$ cat src/rtl/mips_isa_pkg.sv
// MIPS32 instruction ids (decoder one-hot bit positions) and per-id encoding info
// used to turn a one-hot request back into a 32-bit instruction word.
package mips_isa_pkg;

    localparam int unsigned NUM_INS = 54;

    localparam logic [5:0] ID_ADD     = 6'd0;
    localparam logic [5:0] ID_ADDI    = 6'd1;
    localparam logic [5:0] ID_ADDU    = 6'd2;
    localparam logic [5:0] ID_ADDIU   = 6'd3;
    localparam logic [5:0] ID_SUB     = 6'd4;
    localparam logic [5:0] ID_SUBU    = 6'd5;
    localparam logic [5:0] ID_AND     = 6'd6;
    localparam logic [5:0] ID_ANDI    = 6'd7;
    localparam logic [5:0] ID_J       = 6'd8;
    localparam logic [5:0] ID_JAL     = 6'd9;
    localparam logic [5:0] ID_OR      = 6'd10;
    localparam logic [5:0] ID_ORI     = 6'd11;
    localparam logic [5:0] ID_XOR     = 6'd12;
    localparam logic [5:0] ID_XORI    = 6'd13;
    localparam logic [5:0] ID_NOR     = 6'd14;
    localparam logic [5:0] ID_LUI     = 6'd15;
    localparam logic [5:0] ID_SLL     = 6'd16;
    localparam logic [5:0] ID_SRL     = 6'd17;
    localparam logic [5:0] ID_SRA     = 6'd18;
    localparam logic [5:0] ID_SLLV    = 6'd19;
    localparam logic [5:0] ID_SRLV    = 6'd20;
    localparam logic [5:0] ID_SRAV    = 6'd21;
    localparam logic [5:0] ID_SLT     = 6'd22;
    localparam logic [5:0] ID_SLTI    = 6'd23;
    localparam logic [5:0] ID_SLTU    = 6'd24;
    localparam logic [5:0] ID_SLTIU   = 6'd25;
    localparam logic [5:0] ID_BEQ     = 6'd26;
    localparam logic [5:0] ID_BNE     = 6'd27;
    localparam logic [5:0] ID_BGEZ    = 6'd28;
    localparam logic [5:0] ID_JR      = 6'd29;
    localparam logic [5:0] ID_JALR    = 6'd30;
    localparam logic [5:0] ID_LW      = 6'd31;
    localparam logic [5:0] ID_SW      = 6'd32;
    localparam logic [5:0] ID_ERET    = 6'd33;
    localparam logic [5:0] ID_LB      = 6'd34;
    localparam logic [5:0] ID_LBU     = 6'd35;
    localparam logic [5:0] ID_LH      = 6'd36;
    localparam logic [5:0] ID_LHU     = 6'd37;
    localparam logic [5:0] ID_SB      = 6'd38;
    localparam logic [5:0] ID_SH      = 6'd39;
    localparam logic [5:0] ID_MFHI    = 6'd40;
    localparam logic [5:0] ID_MFLO    = 6'd41;
    localparam logic [5:0] ID_MTHI    = 6'd42;
    localparam logic [5:0] ID_MTLO    = 6'd43;
    localparam logic [5:0] ID_DIV     = 6'd44;
    localparam logic [5:0] ID_DIVU    = 6'd45;
    localparam logic [5:0] ID_MULTU   = 6'd46;
    localparam logic [5:0] ID_TEQ     = 6'd47;
    localparam logic [5:0] ID_SYSCALL = 6'd48;
    localparam logic [5:0] ID_BREAK   = 6'd49;
    localparam logic [5:0] ID_MFC0    = 6'd50;
    localparam logic [5:0] ID_MUL     = 6'd51;
    localparam logic [5:0] ID_MTC0    = 6'd52;
    localparam logic [5:0] ID_CLZ     = 6'd53;

    typedef enum logic [1:0] {FMT_R, FMT_I, FMT_J, FMT_FIX} fmt_e;

    // Field usage mask bits: {rs, rt, rd, shamt, rd copied into rt slot}
    localparam logic [4:0] M_NONE = 5'b00000;
    localparam logic [4:0] M_RS   = 5'b10000;
    localparam logic [4:0] M_RT   = 5'b01000;
    localparam logic [4:0] M_RD   = 5'b00100;
    localparam logic [4:0] M_SH   = 5'b00010;
    localparam logic [4:0] M_RDRT = 5'b00001;
    localparam logic [4:0] M_RRR  = M_RS | M_RT | M_RD;

    typedef struct packed {
        fmt_e        fmt;
        logic [31:0] base;
        logic        use_rs;
        logic        use_rt;
        logic        use_rd;
        logic        use_sh;
        logic        rd_to_rt;
    } enc_info_t;

    function automatic enc_info_t mk(input fmt_e fmt, input logic [31:0] base,
                                     input logic [4:0] mask);
        enc_info_t info;
        info.fmt  = fmt;
        info.base = base;
        {info.use_rs, info.use_rt, info.use_rd, info.use_sh, info.rd_to_rt} = mask;
        return info;
    endfunction

    function automatic logic [31:0] op(input logic [5:0] opcode);
        return {opcode, 26'b0};
    endfunction

    function automatic logic [31:0] fn(input logic [5:0] func);
        return {26'b0, func};
    endfunction

    function automatic enc_info_t ins_info(input logic [5:0] id);
        enc_info_t info;
        case (id)
            ID_ADD:     info = mk(FMT_R, fn(6'h20), M_RRR);
            ID_ADDU:    info = mk(FMT_R, fn(6'h21), M_RRR);
            ID_SUB:     info = mk(FMT_R, fn(6'h22), M_RRR);
            ID_SUBU:    info = mk(FMT_R, fn(6'h23), M_RRR);
            ID_AND:     info = mk(FMT_R, fn(6'h24), M_RRR);
            ID_OR:      info = mk(FMT_R, fn(6'h25), M_RRR);
            ID_XOR:     info = mk(FMT_R, fn(6'h26), M_RRR);
            ID_NOR:     info = mk(FMT_R, fn(6'h27), M_RRR);
            ID_SLT:     info = mk(FMT_R, fn(6'h2A), M_RRR);
            ID_SLTU:    info = mk(FMT_R, fn(6'h2B), M_RRR);
            ID_SLLV:    info = mk(FMT_R, fn(6'h04), M_RRR);
            ID_SRLV:    info = mk(FMT_R, fn(6'h06), M_RRR);
            ID_SRAV:    info = mk(FMT_R, fn(6'h07), M_RRR);
            ID_SLL:     info = mk(FMT_R, fn(6'h00), M_RT | M_RD | M_SH);
            ID_SRL:     info = mk(FMT_R, fn(6'h02), M_RT | M_RD | M_SH);
            ID_SRA:     info = mk(FMT_R, fn(6'h03), M_RT | M_RD | M_SH);
            ID_JR:      info = mk(FMT_R, fn(6'h08), M_RS);
            ID_JALR:    info = mk(FMT_R, fn(6'h09), M_RS | M_RD);
            ID_MFHI:    info = mk(FMT_R, fn(6'h10), M_RD);
            ID_MTHI:    info = mk(FMT_R, fn(6'h11), M_RS);
            ID_MFLO:    info = mk(FMT_R, fn(6'h12), M_RD);
            ID_MTLO:    info = mk(FMT_R, fn(6'h13), M_RS);
            ID_MULTU:   info = mk(FMT_R, fn(6'h19), M_RS | M_RT);
            ID_DIV:     info = mk(FMT_R, fn(6'h1A), M_RS | M_RT);
            ID_DIVU:    info = mk(FMT_R, fn(6'h1B), M_RS | M_RT);
            ID_TEQ:     info = mk(FMT_R, fn(6'h34), M_RS | M_RT);
            ID_SYSCALL: info = mk(FMT_R, fn(6'h0C), M_NONE);
            ID_BREAK:   info = mk(FMT_R, fn(6'h0D), M_NONE);
            ID_ADDI:    info = mk(FMT_I, op(6'h08), M_RS | M_RT);
            ID_ADDIU:   info = mk(FMT_I, op(6'h09), M_RS | M_RT);
            ID_SLTI:    info = mk(FMT_I, op(6'h0A), M_RS | M_RT);
            ID_SLTIU:   info = mk(FMT_I, op(6'h0B), M_RS | M_RT);
            ID_ANDI:    info = mk(FMT_I, op(6'h0C), M_RS | M_RT);
            ID_ORI:     info = mk(FMT_I, op(6'h0D), M_RS | M_RT);
            ID_XORI:    info = mk(FMT_I, op(6'h0E), M_RS | M_RT);
            ID_LUI:     info = mk(FMT_I, op(6'h0F), M_RT);
            ID_BEQ:     info = mk(FMT_I, op(6'h04), M_RS | M_RT);
            ID_BNE:     info = mk(FMT_I, op(6'h05), M_RS | M_RT);
            ID_BGEZ:    info = mk(FMT_I, 32'h0401_0000, M_RS);
            ID_LB:      info = mk(FMT_I, op(6'h20), M_RS | M_RT);
            ID_LH:      info = mk(FMT_I, op(6'h21), M_RS | M_RT);
            ID_LW:      info = mk(FMT_I, op(6'h23), M_RS | M_RT);
            ID_LBU:     info = mk(FMT_I, op(6'h24), M_RS | M_RT);
            ID_LHU:     info = mk(FMT_I, op(6'h25), M_RS | M_RT);
            ID_SB:      info = mk(FMT_I, op(6'h28), M_RS | M_RT);
            ID_SH:      info = mk(FMT_I, op(6'h29), M_RS | M_RT);
            ID_SW:      info = mk(FMT_I, op(6'h2B), M_RS | M_RT);
            ID_J:       info = mk(FMT_J, op(6'h02), M_NONE);
            ID_JAL:     info = mk(FMT_J, op(6'h03), M_NONE);
            ID_MFC0:    info = mk(FMT_FIX, 32'h4000_0000, M_RT | M_RD);
            ID_MTC0:    info = mk(FMT_FIX, 32'h4080_0000, M_RT | M_RD);
            ID_ERET:    info = mk(FMT_FIX, 32'h4200_0018, M_NONE);
            ID_CLZ:     info = mk(FMT_FIX, 32'h7000_0020, M_RS | M_RD | M_RDRT);
            ID_MUL:     info = mk(FMT_FIX, 32'h7000_0002, M_RRR);
            default:    info = mk(FMT_FIX, 32'h0, M_NONE);
        endcase
        return info;
    endfunction

endpackage

$ cat src/rtl/sync_fifo.sv
// Single-clock FIFO; full/empty come from the registered count, so a pop never
// frees a slot for a push in the same cycle.
module sync_fifo #(
    parameter int unsigned WIDTH = 32,
    parameter int unsigned DEPTH = 4
) (
    input  logic             clk,
    input  logic             rst_n,
    input  logic             i_push,
    input  logic [WIDTH-1:0] i_wdata,
    input  logic             i_pop,
    output logic [WIDTH-1:0] o_rdata,
    output logic             o_full,
    output logic             o_empty
);
    localparam int unsigned PW = (DEPTH > 1) ? $clog2(DEPTH) : 1;
    localparam int unsigned CW = $clog2(DEPTH + 1);

    logic [WIDTH-1:0] r_mem [DEPTH];
    logic [PW-1:0]    r_wptr;
    logic [PW-1:0]    r_rptr;
    logic [CW-1:0]    r_count;
    logic             w_push;
    logic             w_pop;

    assign o_full  = (r_count == CW'(DEPTH));
    assign o_empty = (r_count == '0);
    assign o_rdata = r_mem[r_rptr];
    assign w_push  = i_push && !o_full;
    assign w_pop   = i_pop && !o_empty;

    always_ff @(posedge clk) begin
        if (w_push) begin
            r_mem[r_wptr] <= i_wdata;
        end
    end

    always_ff @(posedge clk or negedge rst_n) begin
        if (!rst_n) begin
            r_wptr  <= '0;
            r_rptr  <= '0;
            r_count <= '0;
        end else begin
            if (w_push) begin
                r_wptr <= r_wptr + PW'(1);
            end
            if (w_pop) begin
                r_rptr <= r_rptr + PW'(1);
            end
            if (w_push && !w_pop) begin
                r_count <= r_count + CW'(1);
            end else if (w_pop && !w_push) begin
                r_count <= r_count - CW'(1);
            end
        end
    end

endmodule

$ cat src/rtl/instr_encoder_loader.sv
// Packs one-hot instruction requests into MIPS32 words, queues them, and streams
// them into IMEM at a self-incrementing (or reloadable) word address.
module instr_encoder_loader
    import mips_isa_pkg::*;
#(
    parameter int unsigned DEPTH     = 4,
    parameter int unsigned AW        = 10,
    parameter int unsigned BASE_ADDR = 0
) (
    input  logic          clk,
    input  logic          rst_n,
    input  logic          i_in_valid,
    output logic          o_in_ready,
    input  logic [53:0]   i_ins,
    input  logic [4:0]    i_rs,
    input  logic [4:0]    i_rt,
    input  logic [4:0]    i_rd,
    input  logic [4:0]    i_shamt,
    input  logic [15:0]   i_imm,
    input  logic [25:0]   i_target,
    input  logic          i_addr_load,
    input  logic [AW-1:0] i_addr_in,
    output logic          o_mem_we,
    input  logic          i_mem_ready,
    output logic [AW-1:0] o_mem_addr,
    output logic [31:0]   o_mem_wdata,
    output logic          o_err_illegal,
    output logic [7:0]    o_err_cnt,
    output logic          o_busy
);
    logic          w_onehot;
    logic [5:0]    w_id;
    enc_info_t     w_info;
    logic [31:0]   w_word;
    logic          w_accept;
    logic          w_push;
    logic          w_pop;
    logic          w_full;
    logic          w_empty;
    logic [AW-1:0] r_addr;
    logic          r_err_illegal;
    logic [7:0]    r_err_cnt;

    // x & (x-1) clears the lowest set bit; zero result with x != 0 means one-hot
    assign w_onehot = (i_ins != '0) && ((i_ins & (i_ins - 54'd1)) == '0);

    always_comb begin
        w_id = '0;
        for (int i = 0; i < int'(NUM_INS); i++) begin
            if (i_ins[i]) begin
                w_id = 6'(i);
            end
        end
    end

    assign w_info = ins_info(w_id);

    always_comb begin
        w_word = w_info.base;
        if (w_info.use_rs)   w_word = w_word | {6'b0, i_rs, 21'b0};
        if (w_info.use_rt)   w_word = w_word | {11'b0, i_rt, 16'b0};
        if (w_info.rd_to_rt) w_word = w_word | {11'b0, i_rd, 16'b0};
        if (w_info.use_rd)   w_word = w_word | {16'b0, i_rd, 11'b0};
        if (w_info.use_sh)   w_word = w_word | {21'b0, i_shamt, 6'b0};
        if (w_info.fmt == FMT_I) w_word = w_word | {16'b0, i_imm};
        if (w_info.fmt == FMT_J) w_word = w_word | {6'b0, i_target};
    end

    assign o_in_ready = !w_full;
    assign w_accept   = i_in_valid && o_in_ready;
    assign w_push     = w_accept && w_onehot;
    assign o_mem_we   = !w_empty;
    assign o_busy     = !w_empty;
    assign w_pop      = o_mem_we && i_mem_ready;

    sync_fifo #(
        .WIDTH (32),
        .DEPTH (DEPTH)
    ) u_fifo (
        .clk     (clk),
        .rst_n   (rst_n),
        .i_push  (w_push),
        .i_wdata (w_word),
        .i_pop   (w_pop),
        .o_rdata (o_mem_wdata),
        .o_full  (w_full),
        .o_empty (w_empty)
    );

    always_ff @(posedge clk or negedge rst_n) begin
        if (!rst_n) begin
            r_addr        <= AW'(BASE_ADDR);
            r_err_illegal <= 1'b0;
            r_err_cnt     <= '0;
        end else begin
            if (i_addr_load) begin
                r_addr <= i_addr_in;
            end else if (w_pop) begin
                r_addr <= r_addr + AW'(1);
            end
            r_err_illegal <= w_accept && !w_onehot;
            if (w_accept && !w_onehot && (r_err_cnt != 8'hFF)) begin
                r_err_cnt <= r_err_cnt + 8'd1;
            end
        end
    end

    assign o_mem_addr    = r_addr;
    assign o_err_illegal = r_err_illegal;
    assign o_err_cnt     = r_err_cnt;

endmodule

$ cat config.mk
export PLATFORM = sky130hd
export DESIGN_NAME = instr_encoder_loader
export DESIGN_NICKNAME = d
export VERILOG_FILES = /design/src/rtl/mips_isa_pkg.sv /design/src/rtl/sync_fifo.sv /design/src/rtl/instr_encoder_loader.sv
export SDC_FILE = /design/constraint.sdc
export NUM_CORES = 1
export LEC_CHECK = 0
export ABC_AREA = 1
export ABC_CLOCK_PERIOD_IN_PS = 5700
export BUFFER_PORTS_ARGS = -buffer_cell sky130_fd_sc_hd__buf_2
export CAP_MARGIN = 15
export CORE_ASPECT_RATIO = 1.4
export CORE_MARGIN = 4
export CORE_UTILIZATION = 61
export DETAILED_ROUTE_END_ITERATION = 8
export PLACE_DENSITY = 0.89
export SYNTH_ARGS = -nofsm -noshare
export SYNTH_HDL_FRONTEND = slang
export SYNTH_SLANG_ARGS = --single-unit
export TNS_END_PERCENT = 20
$ cat constraint.sdc
create_clock -name clk -period 5.7 [get_ports clk]
set_clock_uncertainty 0.15 [all_clocks]
set_input_delay 1.14 -clock clk [delete_from_list [all_inputs] [get_ports clk]]
set_output_delay 1.14 -clock clk [all_outputs]
set_load 0.005 [all_outputs]
==> flow_results.org, run 1 <==
** Outcome
- The flow ran to the end, and the final reports show no timing, DRC or antenna violations.

** Route
- Wires add up to 36100 µm.
- Antenna Nets Post-Route :: 0
- For this run, design rule violations remaining after detail routing come to 0.
- After the first detailed-routing iteration, the DRC count stood at 1717.
- First-pass detailed-route iteration total :: 7
- In the routed layout, each cell is associated on average with a via count of 6.53.
- After detailed routing, the average wire length per cell comes to 22.7 µm.
- Total number of vias :: 10400

** Worst setup path
- Maximum single-stage delay on the critical path :: 380 ps
- The cell family contributing the most delay on the critical path is simple AND/OR/NAND/NOR gates.
- Crit path arrival time :: 5430 ps
- Critical path start-end classification :: input pin to register
- Worst setup EP type :: register
- Among all stages on the critical path, the largest delay is contributed by sky130_fd_sc_hd__o31ai_2.
- In this run the worst path has a maximum fanout of 5.
- CP bufs+invs :: 3
- Type of origin of the critical path :: input pin
- In this design, the critical path's most frequently occurring cell is sky130_fd_sc_hd__nand2_1.
- Required time of the critical path :: 5690 ps

** Placed design
- In this run the tool buffered the top-level ports with 184 buffer cells.
- Final GP Congestion :: 1.04
- Detailed-placement wirelength estimate :: 21600 µm

** Yosys
- For this run, the number of Yosys warnings is 0.
- Synth area leaders :: sky130_fd_sc_hd__edfxtp_1, sky130_fd_sc_hd__nor2_1, sky130_fd_sc_hd__nand2_1
- Sequential cells were found to cover 47.5% of the synthesized design area.
- Number of enable flip-flop cells after synthesis :: 128
- Post-synth top cells :: sky130_fd_sc_hd__nor2_1, sky130_fd_sc_hd__nand2_1, sky130_fd_sc_hd__inv_1
- Number of storage elements in the synthesis netlist :: 154
- In the post-synthesis netlist, the cell with the most instances is sky130_fd_sc_hd__nor2_1.
- Synthesis handed over a netlist of 1140 instances.
- After synthesis, the largest area contributor takes up 40.6% of total cell area.
- Distinct cells, synth :: 51
- After synthesis, the share of flip-flops with an asynchronous set or reset is 16.9%.
- Among all flip-flop cells after synthesis, the most frequent one is sky130_fd_sc_hd__edfxtp_1.
- The number of nets handed over by synthesis was 1289.
- Per-instance average area after synthesis :: 8.31 µm²
- Netlist area before placement :: 9470 µm²
- Top cell type by total area after synthesis :: sky130_fd_sc_hd__edfxtp_1

** GRT
- The via count of the first global-routing pass came to 9429.
- GRT Util Overall :: 34.6%
- The first global-routing pass estimated 47900 µm of wire.
- In the global route stage, met2 resource usage came out at 62.9%.
- The initial antenna violation count came to 3.
- Met3 Usage GRT :: 5.76%
- Entering global routing, the biggest net connects 66 pins.
- Met1 GRT Util :: 38.4%
- The total overflow left after global routing is 0.
- Busiest metal layer after global routing :: met2

** Job
- Max-cap violations in this run came to 0.

** Floorplan
- The core region is 15100 µm².
- The die is 113 µm wide.
- Pin placement for this block handled 185 I/O pins.
- For this configuration, the core starts out at a cell density of 62.6%.
- Die outline area :: 17600 µm²
- The floorplan has 53 rows.
- Floorplan die height :: 155 µm

** Cells and area
- Cells with a size suffix above 1 make up 31.1% of the layout.
- From synthesis to final layout, the design area changed by 29.5%.
- For this run, the post-layout net count is 1531.
- Final cell utilization of the core :: 81.1%

** Clocking
- Clock Tree Root :: sky130_fd_sc_hd__clkbuf_16
- The H-tree was split into 4 levels.
- The clock passes through at most 2 buffers.
- Counting the buffers created by CTS gives 17.
- Buffers inserted to repair hold after CTS numbered 0.
- CTS Sinks :: 154
- At the later pin of the worst-skew pair, clock insertion delay measures 440 ps.
- Clock input transition at the sequential cells of the worst setup and hold paths :: 70 ps
- Clock tree from TritonCTS :: yes

** Power and ir drop
- Peak supply drop :: 0.405 mV
- Ratio of total power to cell area :: 309 nW/µm²
- Leak Pwr :: 5.09 nW
- Sum of internal, switching and leakage power :: 3.79 mW

** Worst hold path
- Worst hold path class :: register to register

** STA
- Final count of negative-setup-slack endpoints :: 0
- For the pin with the worst max-slew slack, the measured transition is 1010 ps.
- Count of final hold-check violations :: 0
- The count of final max-slew check failures is 0.
- Summed negative setup slack over all endpoints :: 0 ps
- Setup repair after global routing could not meet its margin everywhere.
- In this run the tightest slew margin relative to its limit is 32.6%.
- Period Utilization, post-route :: 95.4%
- Derived from the worst setup path, the maximum achievable clock frequency is 184 MHz.
- The clock period could shrink to 5440 ps.
-- final timing paths --
path | startpoint | end | slack (ps) | depth (start not counted)
max in group asynchronous | rst_n | u_fifo.r_rptr[0]$_DFFE_PN0P_ | 4410 | 1
worst max-delay path | i_ins[1] | u_fifo.r_mem[2][18]$_DFFE_PP_ | 260 | 60
min in group asynchronous | rst_n | o_err_illegal$_DFF_PN0_ | 550 | 1
worst min-delay path | o_err_cnt[7]$_DFFE_PN0P_ | o_err_cnt[7]$_DFFE_PN0P_ | 370 | 1
worst min register to register | o_err_cnt[7]$_DFFE_PN0P_ | o_err_cnt[7]$_DFFE_PN0P_ | 370 | 1
worst max register to register | u_fifo.r_count[0]$_DFFE_PN0P_ | u_fifo.r_count[2]$_DFFE_PN0P_ | 3490 | 9
-- per-layer routing --
metal | routed length (µm) | share of wire (%)
met3 | 3920 | 11
met4 | 3110 | 8.6
met1 | 11200 | 31
met2 | 17900 | 49
met5 | 22 | 0.061
-- layout make-up --
cell class	count	area (µm²)
antenna	2	5.00
clock buffer	18	429
clock inverter	14	161
fill	880	2860
inverter	162	618
multi-input combinational	789	4650
sequential	154	4500
tap	192	240
timing repair buffer	258	1670
-- state kept, by name (all words and copies together), names as in the netlist --
signal	count
o_err_cnt	8
o_mem_addr	10
o_err_illegal	1
u_fifo.r_wptr	2
u_fifo.r_mem	128
u_fifo.r_rptr	2
u_fifo.r_count	3
-- placed cells by master, fill, tap and decap left out, types with 25 or more instances in the layout --
cell and instances:
sky130_fd_sc_hd__a21oi_1 34, sky130_fd_sc_hd__buf_2 181, sky130_fd_sc_hd__buf_4 60, sky130_fd_sc_hd__dfrtp_1 25, sky130_fd_sc_hd__edfxtp_1 128, sky130_fd_sc_hd__inv_1 140
sky130_fd_sc_hd__nand2_1 158, sky130_fd_sc_hd__nand3_1 41, sky130_fd_sc_hd__nand3_2 35, sky130_fd_sc_hd__nand4_1 26, sky130_fd_sc_hd__nor2_1 175, sky130_fd_sc_hd__o21ai_0 102
sky130_fd_sc_hd__o22ai_1 40
-- power by group --
group          leakage (nW)  switching, mW  total (mW)  internal (mW)
Sequential             1.37         0.0534        1.34           1.29
Combinational          3.44          0.826        1.27          0.446
Clock                 0.279          0.516        1.17          0.656
Total                  5.09           1.40        3.79           2.39
-- through the flow --
step	instance area [µm²]	instances	hold WS [ps]	setup WS (ps)
2_1_floorplan	9470	1140	337	-240
3_3_place_gp	11100	1544	342	-860
3_5_place_dp	11100	1544	341	-882
4_1_cts	11700	1576	365	33.1
5_1_grt	12300	1587	373	-169
6_report	12300	1589	369	263
-- logic make-up after synthesis --
group,Yosys count,share of synthesized area (%)
XOR/XNOR,16,1.48
AO/OA/AOI/OAI,224,13.8
AND/OR/NAND/NOR,529,26.4
adder cells (fa/ha/maj),18,2.46
flip-flops,154,47.5
buffers and inverters,198,8.32
multiplexers,1,0.119
-- timing repair --
item                                   in CTS  in global routing
endpoints found under the hold margin       0                  0
setup endpoints to repair                 130                238
buffers inserted                            0                  9
pin swaps                                   0                 43
cloned                                      0                  3
resized for setup                           4                102
-- worst reg2reg max path: stages, from the launching register on --
cell	delay (ps)
sky130_fd_sc_hd__dfrtp_1	420
sky130_fd_sc_hd__inv_1	90
sky130_fd_sc_hd__nand3_1	130
sky130_fd_sc_hd__nand2_1	260
sky130_fd_sc_hd__ha_1	210
sky130_fd_sc_hd__inv_1	60
sky130_fd_sc_hd__fa_1	370
sky130_fd_sc_hd__a21oi_1	140
sky130_fd_sc_hd__o21ai_0	100
sky130_fd_sc_hd__xor2_1	150
(Power assumes the default switching activity.)
==> run 2, diff against run 1 <==
==> constraint.sdc (replaced) <==
create_clock -name clk -period 5.7 [get_ports clk]
set_clock_uncertainty 0.15 [all_clocks]
set_input_delay 0.855 -clock clk [delete_from_list [all_inputs] [get_ports clk]]
set_output_delay 0.855 -clock clk [all_outputs]
set_load 0.005 [all_outputs]
==> flow_results.org, run 2 (synthesis results as in run 1) <==
** GRT
- Grt total ovfl :: 0 (unchanged)
- Largest net degree at the start of global routing :: 67 (+1.5%)
- The global routing usage summed across all routing layers came to 32.9% (-1.7 points).
- The via count of the first global-routing pass came to 9035 (-4.2%).
- The initial antenna violation count is 0 (-3).
- The wire length of the first global-routing pass is 45700 µm (-4.7%).

** Clocking
- The clock transition at the registers of the reported paths came to 70 ps (about the same).
- Source-to-sink clock delay at the later pin of the worst-skew pair :: 430 ps (about the same)
- Number of H-tree branching levels :: 4 (unchanged)
- Clock Tree Root :: sky130_fd_sc_hd__clkbuf_16
- TritonCTS built the clock tree.
- The total clock buffers created by CTS is 17 (unchanged).
- The number of clock sinks came to 154 (unchanged).
- The maximum clock insertion buffer count came to 2 (unchanged).

** Route
- Per-cell routed wire length :: 19.5 µm (-14%)
- Violation count after the first detailed-routing iteration :: 1220 (-29%)
- The number of search-and-repair iterations in the first detailed-routing pass was 7 (unchanged).
- DRT Wirelength :: 30000 µm (-17%)
- The total DRC errors in the routed layout is 0 (unchanged).
- The vias after detailed routing is 9514 (-8.3%).
- Number of vias per cell after detailed routing :: 6.17 (-5.6%)
- Antenna Nets Post-Route :: 0 (unchanged)

** Placed design
- The pre-CTS worst setup slack came to -357 ps (+525 ps).
- Count of buffers from port buffering :: 184 (unchanged)
- Detailed-placement wirelength estimate :: 20500 µm (-5.2%)
- The weighted congestion reported at the end of routability-driven placement is 1.05 (+1.4%).

** Cells and area
- The net count of the finished layout came to 1486 (-2.9%).
- Register name with the most flops :: u_fifo.r_mem
- Flip-flop and latch area :: 4500 µm² (unchanged)
- Area occupied by multi-input gates :: 4270 µm² (-8.2%)
- The share of final-layout standard cells stronger than drive strength 1 is 24.7% (-6.4 points).
- Most common library cell in the layout ignoring fill and taps :: sky130_fd_sc_hd__buf_2
- Final-layout fill cell count :: 1050 (+19%)
- Layout overhead on the synthesized area :: 21.0%
- Top library cells by usage in the layout, fill and taps aside :: sky130_fd_sc_hd__buf_2, sky130_fd_sc_hd__nor2_1, sky130_fd_sc_hd__nand2_1
- Max reg flops :: 128 (unchanged)

** Power and ir drop
- Ratio of total power to cell area :: 316 nW/µm² (+2.3%)
- Leak Pwr :: 4.74 nW (-6.9%)
- Peak supply drop :: 0.271 mV (-33%)
- Sum of internal, switching and leakage power :: 3.62 mW (-4.4%)

** Worst hold path
- The path class of the tightest hold or removal check is input pin to async pin.

** Outcome
- The flow ran to the end, and the final reports show no timing, DRC or antenna violations.

** Worst setup path
- The largest stage delay on the critical path came to 420 ps (+40 ps).
- The worst setup path is captured at a register.
- The critical path in this run is classified as input pin to register.
- CP bufs+invs :: 9 (+6)
- Crit path arrival time :: 5440 ps (about the same)
- The kind of cell with the highest combined delay along the critical path is simple AND/OR/NAND/NOR gates.
- Slowest stage cell on the critical path :: sky130_fd_sc_hd__a2111oi_2
- Required time of the critical path :: 5860 ps (+170 ps)
- Maximum fanout count along the critical path :: 4 (-1)
- The worst setup path is launched from an input pin.

** STA
- Setup repair after global routing could not meet its margin everywhere.
- The worst setup margin was 412 ps (+149 ps).
- The worst-margin pin slew was 1140 ps (+130 ps).
- The clock period minus final worst setup slack came to 5290 ps (-149 ps).
- The final number of setup-violating endpoints was 0 (unchanged).
- Final Slew Violations :: 0 (unchanged)
- The headroom to the max-slew limit is 24.0% (-8.6 points).
- Period Utilization, post-route :: 92.8% (-2.6 points)
- The final hold violation count came to 0 (unchanged).
- Maximum clock frequency :: 189 MHz (+2.8%)
- Summed negative setup slack over all endpoints :: 0 ps (unchanged)

** Job
- The number of maximum-capacitance constraint violations was 0 (unchanged).

** Floorplan
- The number of top-level pins came to 185 (unchanged).
- Horizontal die dimension :: 113 µm (unchanged)
- The floorplan row count was 53 (unchanged).
- The initial core utilization came to 62.6% (unchanged).
- Placeable core area :: 15100 µm² (unchanged)
- Die outline area :: 17600 µm² (unchanged)
- The vertical die dimension is 155 µm (unchanged).
[run 2: power breakdown]
part	switching, mW	leakage, nW	internal [mW]
Combinational	0.682	3.10	0.411
Clock	0.500	0.274	0.621
Sequential	0.118	1.37	1.29
Total	1.30	4.74	2.32
[run 2: what timing repair did]
item	CTS	global route
endpoints found under the setup margin	0	146
setup buffers	0	1
gates resized for setup	0	12
hold buffers	0	0
[run 2: area by class of cell]
| type | count | share of cell area [%] |
|---|---|---|
| sequential | 154 | 39.2 |
| multi-input combinational | 788 | 37.2 |
| timing repair buffer | 214 | 11.0 |
| inverter | 162 | 5.34 |
| clock buffer | 18 | 3.74 |
| tap | 192 | 2.10 |
| clock inverter | 14 | 1.36 |
| antenna | 1 | 0.0218 |
[run 2: metal layers]
layer | vias to the layer above | wire length (µm) | GRT usage [%]
met1 | 4398 | 10200 | 39.0
met4 | 0 | 1310 | 13.7
met5 | - | 0 | 0
li1 | 4314 | - | -
met3 | 127 | 2820 | 4.98
met2 | 675 | 15700 | 59.2
[run 2: final timing paths]
kind | slack [ps] | end | start | depth (start not counted)
setup / recovery | 410 | u_fifo.r_count[2]$_DFFE_PN0P_ | i_ins[2] | 27
hold / removal | 270 | o_mem_addr[8]$_DFFE_PN0P_ | rst_n | 1
setup reg to reg | 3380 | u_fifo.r_rptr[1]$_DFFE_PN0P_ | u_fifo.r_rptr[0]$_DFFE_PN0P_ | 4
hold reg to reg | 360 | o_err_cnt[7]$_DFFE_PN0P_ | o_err_cnt[7]$_DFFE_PN0P_ | 1
max in group asynchronous | 4710 | u_fifo.r_rptr[0]$_DFFE_PN0P_ | rst_n | 1
min in group clk | 360 | o_err_cnt[7]$_DFFE_PN0P_ | o_err_cnt[7]$_DFFE_PN0P_ | 1
[run 2: through the flow]
| stage | instance area (µm²) | hold WS [ps] | std cells | utilization (%) |
|---|---|---|---|---|
| 2_1_floorplan | 9470 | 337 | 1140 | - |
| 3_3_place_gp | 10800 | 335 | 1509 | 71.5 |
| 3_5_place_dp | 10800 | 340 | 1509 | 71.5 |
| 4_1_cts | 11400 | 278 | 1541 | 75.4 |
| 5_1_grt | 11500 | 323 | 1542 | 75.8 |
| 6_report | 11500 | 272 | 1543 | 75.8 |
[run 2: worst reg2reg max path: stages (launching register included)]
cell and delay [ps]:
sky130_fd_sc_hd__dfrtp_2 1100, sky130_fd_sc_hd__clkinv_1 200, sky130_fd_sc_hd__buf_4 380, sky130_fd_sc_hd__nor2_1 250, sky130_fd_sc_hd__xor2_1 170
==> run 3, diff against run 2 <==
--- a/config.mk
+++ b/config.mk
@@ -6,7 +6,7 @@
 export NUM_CORES = 1
 export LEC_CHECK = 0
 export ABC_AREA = 1
-export ABC_CLOCK_PERIOD_IN_PS = 5700
+export ABC_CLOCK_PERIOD_IN_PS = 6540
 export BUFFER_PORTS_ARGS = -buffer_cell sky130_fd_sc_hd__buf_2
 export CAP_MARGIN = 15
 export CORE_ASPECT_RATIO = 1.4
==> constraint.sdc (replaced) <==
create_clock -name clk -period 6.54 [get_ports clk]
set_clock_uncertainty 0.15 [all_clocks]
set_input_delay 0.981 -clock clk [delete_from_list [all_inputs] [get_ports clk]]
set_output_delay 0.981 -clock clk [all_outputs]
set_load 0.005 [all_outputs]
==> flow_results.org, run 3 (synthesis results as in run 1) <==
** Clocking
- The clock transition at the registers of the reported paths came to 70 ps (about the same).
- The level count of the clock H-tree is 4 (unchanged).
- The total clock buffers created by CTS was 17 (unchanged).
- The total of hold buffers inserted after clock tree synthesis was 0 (unchanged).
- Source-to-sink clock delay at the later pin of the worst-skew pair :: 430 ps (about the same)
- Clock Tree Root :: sky130_fd_sc_hd__clkbuf_16
- The number of buffers inserted to repair setup after CTS is 0 (unchanged).
- Number of cells upsized or downsized after cts :: 0 (unchanged)
- CTS Sinks :: 154 (unchanged)
- The maximum clock insertion buffer count came to 2 (unchanged).
- Clock tree from TritonCTS :: yes

** STA
- Summed negative setup slack over all endpoints :: 0 ps (unchanged)
- Final count of negative-setup-slack endpoints :: 0 (unchanged)
- Period Utilization, post-route :: 93.1%
- For this run, the top clock speed supported by timing is 164 MHz.
- The final hold violation count was 0 (unchanged).
- The worst-margin pin slew was 1130 ps (-6.06 ps).
- Setup repair after global routing left no endpoint under its margin.
- The headroom to the max-slew limit came to 24.4% (+0.40 points).
- The count of final max-slew check failures is 0 (unchanged).
- Time the final worst path needs with I/O delays and setup :: 6090 ps

** Cells and area
- Layout overhead on the synthesized area :: 18.0%
- Final antenna diode count :: 0 (-1)
- The count of fill cells added during filler insertion was 1129 (+7.5%).
- The number of flip-flops under the largest register name came to 128 (unchanged).
- Register name with the most flops :: u_fifo.r_mem
- The filler-free cell count of the finished design was 1524 (-1.2%).
- The area used by multi-input combinational logic was 4230 µm² (-0.82%).
- The net count of the finished layout is 1468 (-1.2%).
- The share of final-layout standard cells stronger than drive strength 1 is 23.0% (-1.7 points).
- Flip-flop and latch area :: 4500 µm² (unchanged)
- The top cell types in the final layout, fill and taps aside, are sky130_fd_sc_hd__nor2_1, sky130_fd_sc_hd__buf_2, sky130_fd_sc_hd__nand2_1.

** Worst setup path
- Maximum fanout count along the critical path :: 32 (+28)
- Crit path arrival time :: 5990 ps (+550 ps)
- Cell depth of the worst flop-to-flop path :: 3 (-1)
- Setup slack on the worst flop-to-flop path :: 3720 ps (+340 ps)
- Critical R2R Capture :: u_fifo.r_rptr[1]$_DFFE_PN0P_
- Startpoint of the worst-slack reg-to-reg timing path :: u_fifo.r_rptr[0]$_DFFE_PN0P_
- Required time of the critical path :: 6440 ps (+580 ps)
- STA classifies the critical path endpoint as a register.
- The worst setup path is launched from an input pin.
- Critical path start-end classification :: input pin to register

** Floorplan
- The floorplan row count is 53 (unchanged).
- The die area is 17600 µm² (unchanged).
- The horizontal die dimension came to 113 µm (unchanged).
- Placeable core area :: 15100 µm² (unchanged)
- The vertical die dimension came to 155 µm (unchanged).
- The initial core utilization was 62.6% (unchanged).
- The number of top-level pins is 185 (unchanged).

** Power and ir drop
- The leakage power summed over all cells came to 4.63 nW (-2.3%).
- Ratio of total power to cell area :: 277 nW/µm² (-12%)
- Peak supply drop :: 0.251 mV (-7.4%)

** Route
- The total DRC errors in the routed layout is 0 (unchanged).
- The average routed wire per standard cell is 18.2 µm (-6.6%).
- Number of vias per cell after detailed routing :: 6.07 (-1.5%)
- The total wirelength of the detailed-routed design was 27700 µm (-7.7%).
- The number of search-and-repair iterations in the first detailed-routing pass came to 9 (+2).
- The starting DRC count in detailed routing came to 1007 (-17%).
- The remaining antenna violation count is 0 (unchanged).
- Total number of vias :: 9255 (-2.7%)

** GRT
- Initial antenna violation count :: 2 (+2)
- The via count of the first global-routing pass is 8952 (-0.92%).
- The wire length of the first global-routing pass came to 43600 µm (-4.5%).
- Largest net degree at the start of global routing :: 67 (unchanged)
- The global routing usage summed across all routing layers came to 31.2% (-1.7 points).
- Grt total ovfl :: 0 (unchanged)

** Placed design
- The placed instance count came to 1492 (-1.1%).
- The number of I/O port buffers came to 184 (unchanged).
- Detailed-placement wirelength estimate :: 19800 µm (-3.4%)
- The weighted congestion reported at the end of routability-driven placement was 1.04 (-1.1%).

** Worst hold path
- In this run the most critical hold path is launched from o_err_cnt[7]$_DFFE_PN0P_.
- Worst hold path class :: register to register
- The path with the worst hold slack has its endpoint at o_err_cnt[7]$_DFFE_PN0P_.
- Instance count along the most critical hold path :: 1

** Outcome
- The flow ran to the end, and the final reports show no timing, DRC or antenna violations.

** Job
- MaxCap Viol Count :: 0 (unchanged)
## run 3: critical path: stages
cell,delay [ps]
sky130_fd_sc_hd__buf_2,100
sky130_fd_sc_hd__nor2_1,180
sky130_fd_sc_hd__inv_1,100
sky130_fd_sc_hd__nor2_2,120
sky130_fd_sc_hd__inv_2,50
sky130_fd_sc_hd__nor2_1,170
sky130_fd_sc_hd__inv_1,100
sky130_fd_sc_hd__nor2_1,190
sky130_fd_sc_hd__inv_1,110
sky130_fd_sc_hd__nor2_1,180
sky130_fd_sc_hd__inv_1,120
sky130_fd_sc_hd__nor2_1,150
sky130_fd_sc_hd__inv_1,100
sky130_fd_sc_hd__o41ai_1,340
sky130_fd_sc_hd__nand3_1,210
sky130_fd_sc_hd__a2111oi_0,480
sky130_fd_sc_hd__o2111ai_1,180
sky130_fd_sc_hd__a2111oi_0,750
sky130_fd_sc_hd__nand4_1,190
sky130_fd_sc_hd__nor2_1,330
sky130_fd_sc_hd__inv_1,250
sky130_fd_sc_hd__nor2_4,130
sky130_fd_sc_hd__buf_4,440
## run 3: report_power, final
group          total, mW  switching (mW)  internal [mW]  leakage (nW)
Clock              0.961           0.421          0.540         0.283
Sequential          1.22           0.101           1.12          1.37
Combinational      0.915           0.566          0.348          2.98
Total               3.10            1.09           2.01          4.63
## run 3: worst max path at each step
| stage | from | end | slack (ps) | cells past startpoint |
|---|---|---|---|---|
| 2_1_floorplan | i_ins[0] | u_fifo.r_mem[0][0]$_DFFE_PP_ | 760 | 21 |
| 3_3_place_gp | i_ins[16] | u_fifo.r_mem[3][13]$_DFFE_PP_ | 160 | 21 |
| 3_5_place_dp | i_ins[0] | u_fifo.r_count[2]$_DFFE_PN0P_ | 90 | 26 |
| 4_1_cts | i_ins[0] | u_fifo.r_mem[0][0]$_DFFE_PP_ | 510 | 23 |
| 5_1_grt | i_ins[0] | u_fifo.r_mem[0][3]$_DFFE_PP_ | 80 | 23 |
| 6_report | i_ins[0] | u_fifo.r_mem[0][3]$_DFFE_PP_ | 450 | 23 |
## run 3: final cells by class
class                           instances  share of cell area (%)
Clock buffer                           18                    3.84
Clock inverter                         14                    1.34
Inverter                              162                    5.44
Multi-Input combinational cell        788                    37.8
Sequential cell                       154                    40.2
Tap cell                              192                    2.15
Timing Repair Buffer                  196                    9.16
## run 3: per-layer routing
| metal | vias up | wire (µm) | GRT usage, % |
|---|---|---|---|
| li1 | 4251 | - | - |
| met1 | 4261 | 9350 | 35.4 |
| met2 | 617 | 14500 | 55.3 |
| met3 | 126 | 2430 | 5.68 |
| met4 | 0 | 1420 | 16.4 |
| met5 | - | 0 | 0 |
## run 3: per-stage QoR
step,cell area [µm²],hold slack (ps),worst slack [ps],util [%],total power [mW]
after floorplan,9470,337,759,-,1.75
after global placement,10600,332,160,70.1,2.10
after detailed placement,10600,339,86.0,70.1,2.13
after CTS,11200,352,506,73.9,3.09
after global routing,11200,371,80.5,73.9,3.24
final,11200,359,454,73.9,3.10
